===== config.mk =====
export PLATFORM = sky130hd
export DESIGN_NAME = prefix3_seq_adder
export DESIGN_NICKNAME = d
export VERILOG_FILES = /design/src/rtl/prefix3_seq_adder.sv
export SDC_FILE = /design/constraint.sdc
export NUM_CORES = 1
export LEC_CHECK = 0
export BUFFER_PORTS_ARGS = -buffer_cell sky130_fd_sc_hd__buf_2
export CAP_MARGIN = 20
export CORE_MARGIN = 2
export CORE_UTILIZATION = 40
export DETAILED_ROUTE_END_ITERATION = 12
export HOLD_SLACK_MARGIN = 0.05
export PLACE_DENSITY = 0.68
export SLEW_MARGIN = 20
export SYNTH_ARGS = -nofsm -noshare
export SYNTH_HDL_FRONTEND = slang
export SYNTH_SLANG_ARGS = --single-unit

===== constraint.sdc =====
create_clock -name clk -period 9.1 [get_ports clk]
set_clock_uncertainty 0.15 [all_clocks]
set_input_delay 0.91 -clock clk [delete_from_list [all_inputs] [get_ports clk]]
set_output_delay 0.91 -clock clk [all_outputs]
set_load 0.02 [all_outputs]

===== src/rtl/prefix3_seq_adder.sv =====
// Sequential radix-3 Kogge-Stone adder: one prefix level per clock.
// Optional PREFIX3_OVF_EN adds a registered signed-overflow output.
module prefix3_seq_adder #(
  parameter int WIDTH = 16
) (
  input  logic             clk,
  input  logic             reset,
  input  logic             in_valid,
  output logic             in_ready,
  input  logic [WIDTH-1:0] a,
  input  logic [WIDTH-1:0] b,
  input  logic             cin,
  output logic             out_valid,
  input  logic             out_ready,
  output logic [WIDTH-1:0] sum,
  output logic             cout
`ifdef PREFIX3_OVF_EN
  ,
  output logic             ovf
`endif
);

  function automatic int calcLevels(input int w);
    int l;
    int p;
    l = 1;
    p = 3;
    for (int j = 0; j < 6; j++) begin
      if (p < w + 1) begin
        p = p * 3;
        l = l + 1;
      end
    end
    return l;
  endfunction

  function automatic int pow3(input logic [2:0] n);
    int r;
    r = 1;
    for (int j = 0; j < 7; j++) begin
      if (3'(j) < n) r = r * 3;
    end
    return r;
  endfunction

  localparam int LEVELS = calcLevels(WIDTH);
  localparam logic [2:0] LAST = 3'(LEVELS - 1);

  typedef enum logic [1:0] {
    IDLE,
    COMB,
    DONE
  } stateT;

  stateT state;
  stateT stateNext;

  // Bit k holds prefix position k-1, so bit 0 is the carry-in slot.
  logic [WIDTH:0]   g;
  logic [WIDTH:0]   p;
  logic [WIDTH:0]   gNext;
  logic [WIDTH:0]   pNext;
  logic [WIDTH:0]   gs1;
  logic [WIDTH:0]   gs2;
  logic [WIDTH:0]   ps1;
  logic [WIDTH:0]   ps2;
  logic [WIDTH-1:0] x;
  logic [2:0]       lvl;
  int               d;

  // Shift-in fills supply the identity (G=0, P=1) below position -1.
  always_comb begin
    d     = pow3(lvl);
    gs1   = g << d;
    gs2   = g << (2 * d);
    ps1   = ~((~p) << d);
    ps2   = ~((~p) << (2 * d));
    gNext = g | (p & (gs1 | (ps1 & gs2)));
    pNext = p & ps1 & ps2;
  end

  always_ff @(posedge clk) begin
    if (reset) state <= IDLE;
    else       state <= stateNext;
  end

  always_comb begin
    stateNext = state;
    in_ready  = 1'b0;
    out_valid = 1'b0;
    unique case (state)
      IDLE: begin
        in_ready = 1'b1;
        if (in_valid) stateNext = COMB;
      end
      COMB: begin
        if (lvl == LAST) stateNext = DONE;
      end
      DONE: begin
        out_valid = 1'b1;
        if (out_ready) stateNext = IDLE;
      end
      default: stateNext = IDLE;
    endcase
  end

  always_ff @(posedge clk) begin
    if (reset) begin
      g    <= '0;
      p    <= '0;
      x    <= '0;
      lvl  <= '0;
      sum  <= '0;
      cout <= 1'b0;
`ifdef PREFIX3_OVF_EN
      ovf  <= 1'b0;
`endif
    end else if (state == IDLE && in_valid) begin
      g   <= {a & b, cin};
      p   <= {a | b, 1'b0};
      x   <= a ^ b;
      lvl <= '0;
    end else if (state == COMB) begin
      g   <= gNext;
      p   <= pNext;
      lvl <= lvl + 3'd1;
      if (lvl == LAST) begin
        sum  <= x ^ gNext[WIDTH-1:0];
        cout <= gNext[WIDTH];
`ifdef PREFIX3_OVF_EN
        ovf  <= gNext[WIDTH] ^ gNext[WIDTH-1];
`endif
      end
    end
  end

endmodule


==> flow_metrics.tcl, run 1 <==
set metrics [dict create \
    status "completed" \
    fin_util_pct 45.2 \
    port_buffers 55 \
    final_cell_mix "nand2_1 (81), dfxtp_1 (71), a21oi_1 (68)" \
    synth-seq-area-share_pct 23.6 \
    clk_pin_slew_worst_paths_ns 0.06 \
    core_sq_um 14600 \
    grt_pass1_vias 5710 \
    fin_crit_ns 6.06 \
    antenna_found_initial 0 \
    hold_class "register to register" \
    worst_pin_slew_ns 1.02 \
    power.leakage_nw 2.79 \
    fin_area_sq_um 6610 \
    critPathLaunchType "register" \
    synth_top_family_by_area "compound AO/OA/AOI/OAI gates" \
    syn_inst 789 \
    avgSynthCellArea_sq_um 7.64 \
    cts.sinks 71 \
    p_int_mw 0.609 \
    yosysWarnings 0 \
    insertion_delay_ns 0.34 \
    ys_ff_latch 71 \
    start_util_pct 41.2 \
    period_share_pct 66.6 \
    vias 6102 \
    rsz0062_at_grt "false" \
    max_freq_mhz 165 \
    syn_area_sq_um 6030 \
    wl_per_cell_um 18.7 \
    drc 0 \
    async_reset_ff_share_pct 0 \
    p_comb_share_pct 23.2 \
    slew_headroom_pct 31.6 \
    seqPwrFrac_pct 38.8 \
    cts_max_level 3 \
    cts_buffer_depth 2 \
    place_congestion 0.928 \
    die_area_sq_um 16100 \
    wirelength_um 18600 \
    track_usage_pct 22.8 \
    ios 56 \
    cpMostUsedCell "ha_1" \
    timing.hold.ws_ns 0.323 \
    slowest_delay_ns 0.81 \
    post_cts_buffers 0 \
    synth-compound-area-share_pct 29.7 \
    crit_arrival_ns 6.09 \
    synthFlopType "dfxtp_1" \
    synthMuxAreaShare_pct 1.87 \
    synth_edf_count 0 \
    end_kind "register" \
    initialDrtViolationCount 564 \
    hpwl_um 12700 \
    dpl-instance-area_sq_um 6330 \
    worstSetupPathType "register to register" \
    cp_max_fo 37 \
    ctsResizeCount 0 \
    drv_cap 0 \
    antenna_left 0 \
    synth-simple-area-share_pct 21.9 \
    synth_fa_ha_area_share_pct 12.7 \
    p_sw_mw 0.298 \
    timing.setup.tns_ns 0 \
    die_height_um 127 \
    power.density_nw_per_um2 137 \
    grt_pass1_wl_um 30000 \
    nNetsFinal 905 \
    clockRootBuffer "clkbuf_16" \
    worstPathCellList "buf_4 -> clkinv_1 -> ha_1 -> nand2b_1 -> nor2_1 -> nor2_1 -> ha_1 -> ha_1 -> or3_4 -> a21oi_1 -> ha_1 -> ha_1 -> o311ai_0 -> nor3_2 -> a21oi_4 -> o21ai_0 -> a221oi_1 -> o32ai_1" \
    setup_viol 0 \
    drt_pre_antenna_iters 7 \
    grt_overflow 0 \
    hold_viol 0 \
    p_clk_share_pct 37.9 \
    vias_per_cell 6.13 \
    synth-xor-area-share_pct 1.93 \
    die_x_um 127 \
    worst_path_max_delay_cell "a21oi_4" \
    cts_inserted_buffers 9 \
    slew_viol_final 0 \
    cp_data_required_time_ns 9.13 \
    drive_above_1_share_pct 13.8 \
    syn_to_final_growth_pct 9.69 \
    diodes 0 \
    num_rows 44 \
    ir_drop_uv 111 \
    grt_max_degree 81 \
    hold_buffers 0 \
    synthDistinctLibCells 82 \
    final_common_cell "nand2_1" \
    p_sw_share_pct 32.8 \
    cts_tree "yes" \
]
[path summary, 6_finish.rpt]
| kind | endpoint | depth (start not counted) | from | slack, ns |
|---|---|---|---|---|
| setup / recovery | g[16] | 18 | lvl[2] | 3.04 |
| hold / removal | sum[1] | 2 | sum[1] | 0.32 |
| setup reg to reg | g[16] | 18 | lvl[2] | 3.04 |
| hold reg to reg | sum[1] | 2 | sum[1] | 0.32 |
[cells by family after synthesis]
| family | after synthesis |
|---|---|
| other | 1 |
| adder cells (fa/ha/maj) | 61 |
| XOR/XNOR | 10 |
| multiplexers | 11 |
| flip-flops | 71 |
| AO/OA/AOI/OAI | 259 |
| AND/OR/NAND/NOR | 261 |
| buffers and inverters | 115 |
[worst max-delay path: cells and delay by family, from the launching register on]
family,cells,cell delay (ns)
adders and majority gates,5,1.77
DFF,1,0.29
and+or+nand+nor,5,1.01
buffers and inverters,2,0.43
AOI/OAI and AO/OA,6,2.25
[per-stage QoR]
step	instances	setup slack (ns)	total power [mW]
4_1_cts	995	3.07	0.904
2_1_floorplan	792	3.92	0.503
3_5_place_dp	980	3.10	0.563
6_report	995	3.04	0.907
5_1_grt	995	2.57	0.944
3_3_place_gp	980	3.23	0.564
[area by class of cell]
| class | count | area (sq um) |
|---|---|---|
| fill | 1517 | 8030 |
| multi-input combinational | 606 | 4130 |
| sequential | 71 | 1420 |
| timing repair buffer | 65 | 350 |
| clock buffer | 11 | 233 |
| tap | 184 | 230 |
| inverter | 54 | 203 |
| clock inverter | 4 | 47.5 |
[state kept, by name, indices dropped and copies added (netlist names)]
signal  flops
cout        1
state       2
lvl         3
sum        16
g          17
x          16
p          16
[cells in the mapped netlist (9+ instances only)]
cell,number,area share (%)
a211oi_1,15,1.9
a21oi_1,68,5.6
a311oi_1,9,1.3
a31oi_1,29,3.0
buf_2,18,1.5
clkbuf_1,30,1.9
dfxtp_1,71,24
ha_1,61,13
inv_1,51,3.2
mux2i_1,9,1.5
nand2_1,81,5.0
nand2b_1,13,1.3
nand3_1,39,3.2
nand3b_1,9,1.1
nand4_1,10,1.0
nor2_1,40,2.5
nor3_1,21,1.7
o21ai_0,45,3.7
[metal layers]
| layer | GRT usage [%] | share of wire [%] |
|---|---|---|
| met1 | 31.5 | 45 |
| met2 | 35.6 | 44 |
| met3 | 3.67 | 7.3 |
| met4 | 9.37 | 3.3 |
| met5 | 0 | 0 |
[power by group through the flow]
stage	Combinational, mW	Clock (mW)	Sequential, mW
after floorplan	0.154	0	0.349
after global placement	0.206	0	0.357
after detailed placement	0.206	0	0.357
after CTS	0.207	0.346	0.351
after global routing	0.233	0.358	0.354
final	0.211	0.344	0.352
(Power assumes the default switching activity.)
==> inputs of run 2 (changes only) <==
- ABC_AREA: default -> 1
- clock period: 9.1 -> 6.35 ns (I/O delays scaled with it)
==> run 2 against run 1 <==
  * Synthesized cell count rose by 18%
  * Flip-flop and latch count did not move
  * Worst setup slack got worse by 2.4 ns
  * Total power rose by 49%
  * Combinational power rose by 28%
  * Global-route usage fell by 2.0 points
  * Utilization rose by 1.0 points
  * Die area fell by 0.46%
  * Critical path type unchanged
==> flow_metrics.tcl, run 2 <==
set metrics [dict create \
    fin_util_pct 46.2 \
    clk_pin_slew_worst_paths_ns 0.06 \
    ios 56 \
    track_usage_pct 20.9 \
    fin_crit_ns 5.73 \
    worst_path_max_delay_cell "dfxtp_4" \
    die_area_sq_um 16000 \
    cp.buffers_inverters 5 \
    ctsResizeCount 0 \
    die_x_um 126 \
    drc 0 \
    cts_max_level 3 \
    timing.hold.ws_ns 0.320 \
    power.density_nw_per_um2 201 \
    synth_edf_count 0 \
    antenna_found_initial 0 \
    synth-seq-area-share_pct 23.7 \
    ys_ff_latch 71 \
    worst_pin_slew_ns 0.703 \
    synth_area_leaders "dfxtp_1 (24%), ha_1 (15%), nand2_1 (13%)" \
    cts_buffer_depth 2 \
    vias_per_cell 5.26 \
    port_buffers 55 \
    hold_buffers 0 \
    drv_cap 0 \
    end_kind "register" \
    grt_overflow 0 \
    async_reset_ff_share_pct 0 \
    start_util_pct 41.1 \
    place_congestion 0.939 \
    drive_above_1_share_pct 14.9 \
    cp_max_fo 9 \
    synth_most_common_cell "nand2_1" \
    yosysWarnings 0 \
    cts_tree "yes" \
    grt_pass1_wl_um 27400 \
    drt_pre_antenna_iters 6 \
    period_share_pct 90.2 \
    final_cell_mix "nand2_1 (211), inv_1 (128), nor2_1 (87)" \
    wirelength_um 16600 \
    synth_top_area_share_pct 23.7 \
    yosys-top-cells-count "nand2_1 (211), inv_1 (128), nor2_1 (89)" \
    clockRootBuffer "clkbuf_16" \
    critPathTopFamily "adder cells" \
    synth_top_area_cell "dfxtp_1" \
    slowest_delay_ns 0.39 \
    worstSetupPathType "register to register" \
    largest_register "g" \
    power.leakage_nw 3.52 \
    cpMostUsedCell "nand2_1" \
    syn_area_sq_um 6000 \
    hpwl_um 12100 \
    ir_drop_uv 189 \
    cts_inserted_buffers 9 \
    syn_to_final_growth_pct 12.3 \
    final_common_cell "nand2_1" \
    antenna_left 0 \
    diodes 0 \
    cp_data_required_time_ns 6.44 \
    nNetsFinal 1078 \
    critPathLaunchType "register" \
    avgSynthCellArea_sq_um 6.45 \
    cts.sinks 71 \
    timing.setup.tns_ns 0 \
    hold_viol 0 \
    largest_register_ffs 17 \
    post_cts_buffers 0 \
    insertion_delay_ns 0.34 \
    max_freq_mhz 175 \
    die_height_um 126 \
    grt_max_degree 56 \
    setup_viol 0 \
    slew_headroom_pct 53.1 \
    slew_viol_final 0 \
    synthFlopType "dfxtp_1" \
    crit_arrival_ns 5.82 \
    vias 6091 \
    status "completed" \
    grt_pass1_vias 5649 \
    synthDistinctLibCells 49 \
    num_rows 44 \
    core_sq_um 14600 \
    hold_class "register to register" \
    syn_inst 930 \
    initialDrtViolationCount 639 \
    wl_per_cell_um 14.4 \
    nFillCells 1500 \
]
==> run 2: changes by cell type in the layout (fill, tap and decap cells not counted), sizes merged, moves of 30 or more <==
cell   delta
nor2     +56
nand2   +136
a21oi    -30
o21ai    +43
nand3    +32
inv      +87
==> run 2: cells by family (layout without fill, tap and decap cells) <==
kind of cell / Yosys count / count (layout) / share of synthesized area (%)
xor+xnor: 4 / 4 / 0.584
simple gates: 431 / 431 / 31.8
flops: 71 / 71 / 23.7
fa+ha+maj: 72 / 72 / 15.0
buf+inv: 177 / 218 / 12.3
other cells: 1 / 4 / 0.0625
compound gates: 174 / 174 / 16.6
==> run 2: tightest hold or removal path: cells and delay by family, from the launching register on <==
kind	cells	cell delay (ns)
DFF	1	0.31
buffers and inverters	1	0.06
AOI/OAI and AO/OA	1	0.05
==> run 2: worst paths after layout <==
path,startpoint,endpoint,slack (ns),cells after the start
min reg2reg,x[6],x[6],0.32,2
max,lvl[1],sum[11],0.62,41
max reg2reg,lvl[1],sum[11],0.62,41
min,x[6],x[6],0.32,2
==> run 2: layout make-up <==
class                   count  area [sq um]  area share (%)
well taps                 184           230            3.42
clock buffers               9           225            3.34
clock inverters             7           120            1.78
repair buffers             63           335            4.98
inverters                 139           527            7.82
multi-input cells         685          3870            57.5
flip-flops and latches     71          1430            21.2
==> run 2: power by group <==
part | internal (mW) | switching, mW | total, mW
registers | 0.471 | 0.0197 | 0.491
logic | 0.0907 | 0.181 | 0.271
clock network | 0.385 | 0.208 | 0.593
total | 0.947 | 0.408 | 1.35
==> run 2: through the flow <==
step	std cells	instance area [sq um]	setup slack, ns	power, mW
after global routing	1158	6740	-0.00539	1.42
final	1158	6740	0.620	1.35
after detailed placement	1142	6380	0.287	0.765
after floorplan	933	6010	0.546	0.695
after global placement	1142	6380	0.500	0.764
after CTS	1158	6720	0.259	1.36
==> run 2: layer usage <==
metal | up-vias | wire [um] | GRT usage [%]
met2 | 222 | 7340 | 32.7
met1 | 2757 | 7720 | 29.2
met3 | 31 | 1120 | 2.95
met4 | 0 | 451 | 7.50
met5 | - | 0 | 0
li1 | 3081 | - | -
==> inputs of run 3 (changes only) <==
- clock period: 6.35 -> 5.6 ns (I/O delays scaled with it)
==> run 3 against run 2 <==
  * Final cell count grew 1.5%
  * Non-clock buffer count rose by 18
  * Via count rose by 0.64%
  * Critical endpoint is now p[1]
==> flow_metrics.tcl, run 3 (synthesized netlist as in run 2, its figures left out) <==
set metrics [dict create \
    hold_viol 0 \
    worst_path_max_delay_cell "dfxtp_2" \
    slew_headroom_pct 32.8 \
    grt_pass1_wl_um 27700 \
    place_worst_setup_slack_ns -0.162 \
    crit_arrival_ns 5.35 \
    antenna_left 0 \
    drc 0 \
    die_area_sq_um 16000 \
    syn_to_final_growth_pct 17.3 \
    diodes 0 \
    hold_buffers 0 \
    initialDrtViolationCount 628 \
    hpwl_um 12000 \
    cts_inserted_buffers 9 \
    die_x_um 126 \
    cts_tree "yes" \
    status "completed" \
    core_sq_um 14600 \
    reg2reg_from "lvl[1]" \
    wl_per_cell_um 14.2 \
    fin_crit_ns 5.34 \
    ios 56 \
    grt_pass1_vias 5727 \
    start_util_pct 41.1 \
    num_rows 44 \
    track_usage_pct 20.9 \
    drt_pre_antenna_iters 5 \
    cts.sinks 71 \
    drive_above_1_share_pct 19.9 \
    largest_register_ffs 17 \
    vias 6130 \
    final_cell_mix "nand2_1 (203), inv_1 (124), nor2_1 (86)" \
    nFillCells 1501 \
    grt_overflow 0 \
    cp_data_required_time_ns 5.62 \
    place_congestion 0.970 \
    crit_start "lvl[1]" \
    setup_ws_ns 0.264 \
    clockRootBuffer "clkbuf_16" \
    worstSetupPathType "register to register" \
    largest_register "g" \
    max_freq_mhz 187 \
    vias_per_cell 5.22 \
    antenna_found_initial 0 \
    hold_class "register to register" \
    fin_util_pct 48.3 \
    hp-start "x[6]" \
    power.leakage_nw 3.58 \
    end_kind "register" \
    drv_cap 0 \
    slew_viol_final 0 \
    insertion_delay_ns 0.34 \
    worst_pin_slew_ns 1.01 \
    dpl-instance-area_sq_um 6440 \
    die_height_um 126 \
    cts_buffer_depth 2 \
    power.density_nw_per_um2 207 \
    wirelength_um 16700 \
    critPathLaunchType "register" \
    cts_max_level 3 \
    clk_pin_slew_worst_paths_ns 0.06 \
    fin_area_sq_um 7040 \
    port_buffers 55 \
    final_common_cell "nand2_1" \
    nNetsFinal 1096 \
    grt_max_degree 56 \
    slowest_delay_ns 0.35 \
    final_cells 1175 \
    period_share_pct 95.3 \
    setup_viol 0 \
    place_inst 1150 \
    cp_max_fo 4 \
    ir_drop_uv 166 \
]
run 3: cell count changes in the layout (fill, tap and decap cells not counted), sizes merged:
cell and change:
bufinv -2, buf +18, clkinv -1, clkbuf +3, inv -1
run 3: through the flow:
stage	hold WS, ns	power, mW	TNS (ns)
detailed placement	0.316	0.867	-0.789
CTS	0.325	1.45	0
global route	0.359	1.53	-0.248
finish	0.327	1.46	0
global placement	0.310	0.865	0
floorplan	0.295	0.788	0
run 3: routing by layer:
layer | vias to the layer above | routed length, um | GRT usage [%]
li1 | 3114 | - | -
met5 | - | 0 | 0
met2 | 186 | 7750 | 33.9
met1 | 2801 | 7800 | 29.0
met3 | 29 | 863 | 2.32
met4 | 0 | 319 | 6.72
run 3: final cells by class:
cell class	count	area [sq um]	area share, %
Timing Repair Buffer	81	470	6.68
Inverter	139	529	7.52
Multi-Input combinational cell	685	4090	58.1
Sequential cell	71	1420	20.2
Clock buffer	12	256	3.64
Clock inverter	3	42.5	0.604
Tap cell	184	230	3.27
run 3: timing repair:
item,in CTS,in global routing
endpoints found under the setup margin,6,12
gates resized for setup,7,38
endpoints found under the hold margin,0,0
pin swaps,7,21
setup buffers,5,5
run 3: final timing paths:
| kind | to | slack, ns | depth (start not counted) |
|---|---|---|---|
| worst max-delay path | p[1] | 0.26 | 40 |
| worst min-delay path | x[6] | 0.33 | 2 |
| worst max register to register | p[1] | 0.26 | 40 |
| worst min register to register | x[6] | 0.33 | 2 |
run 3: power breakdown:
part	leakage [nW]	internal (mW)	total [mW]	switching [mW]
registers	0.582	0.535	0.557	0.0226
clock network	0.145	0.366	0.582	0.216
logic	2.85	0.110	0.318	0.207
run 3: critical path, delay by kind of cell (launching register included):
family	cells	cell delay [ns]
buffers and inverters	10	0.93
and+or+nand+nor	17	1.43
AOI/OAI and AO/OA	5	0.48
DFF	1	0.35
adders and majority gates	8	1.82
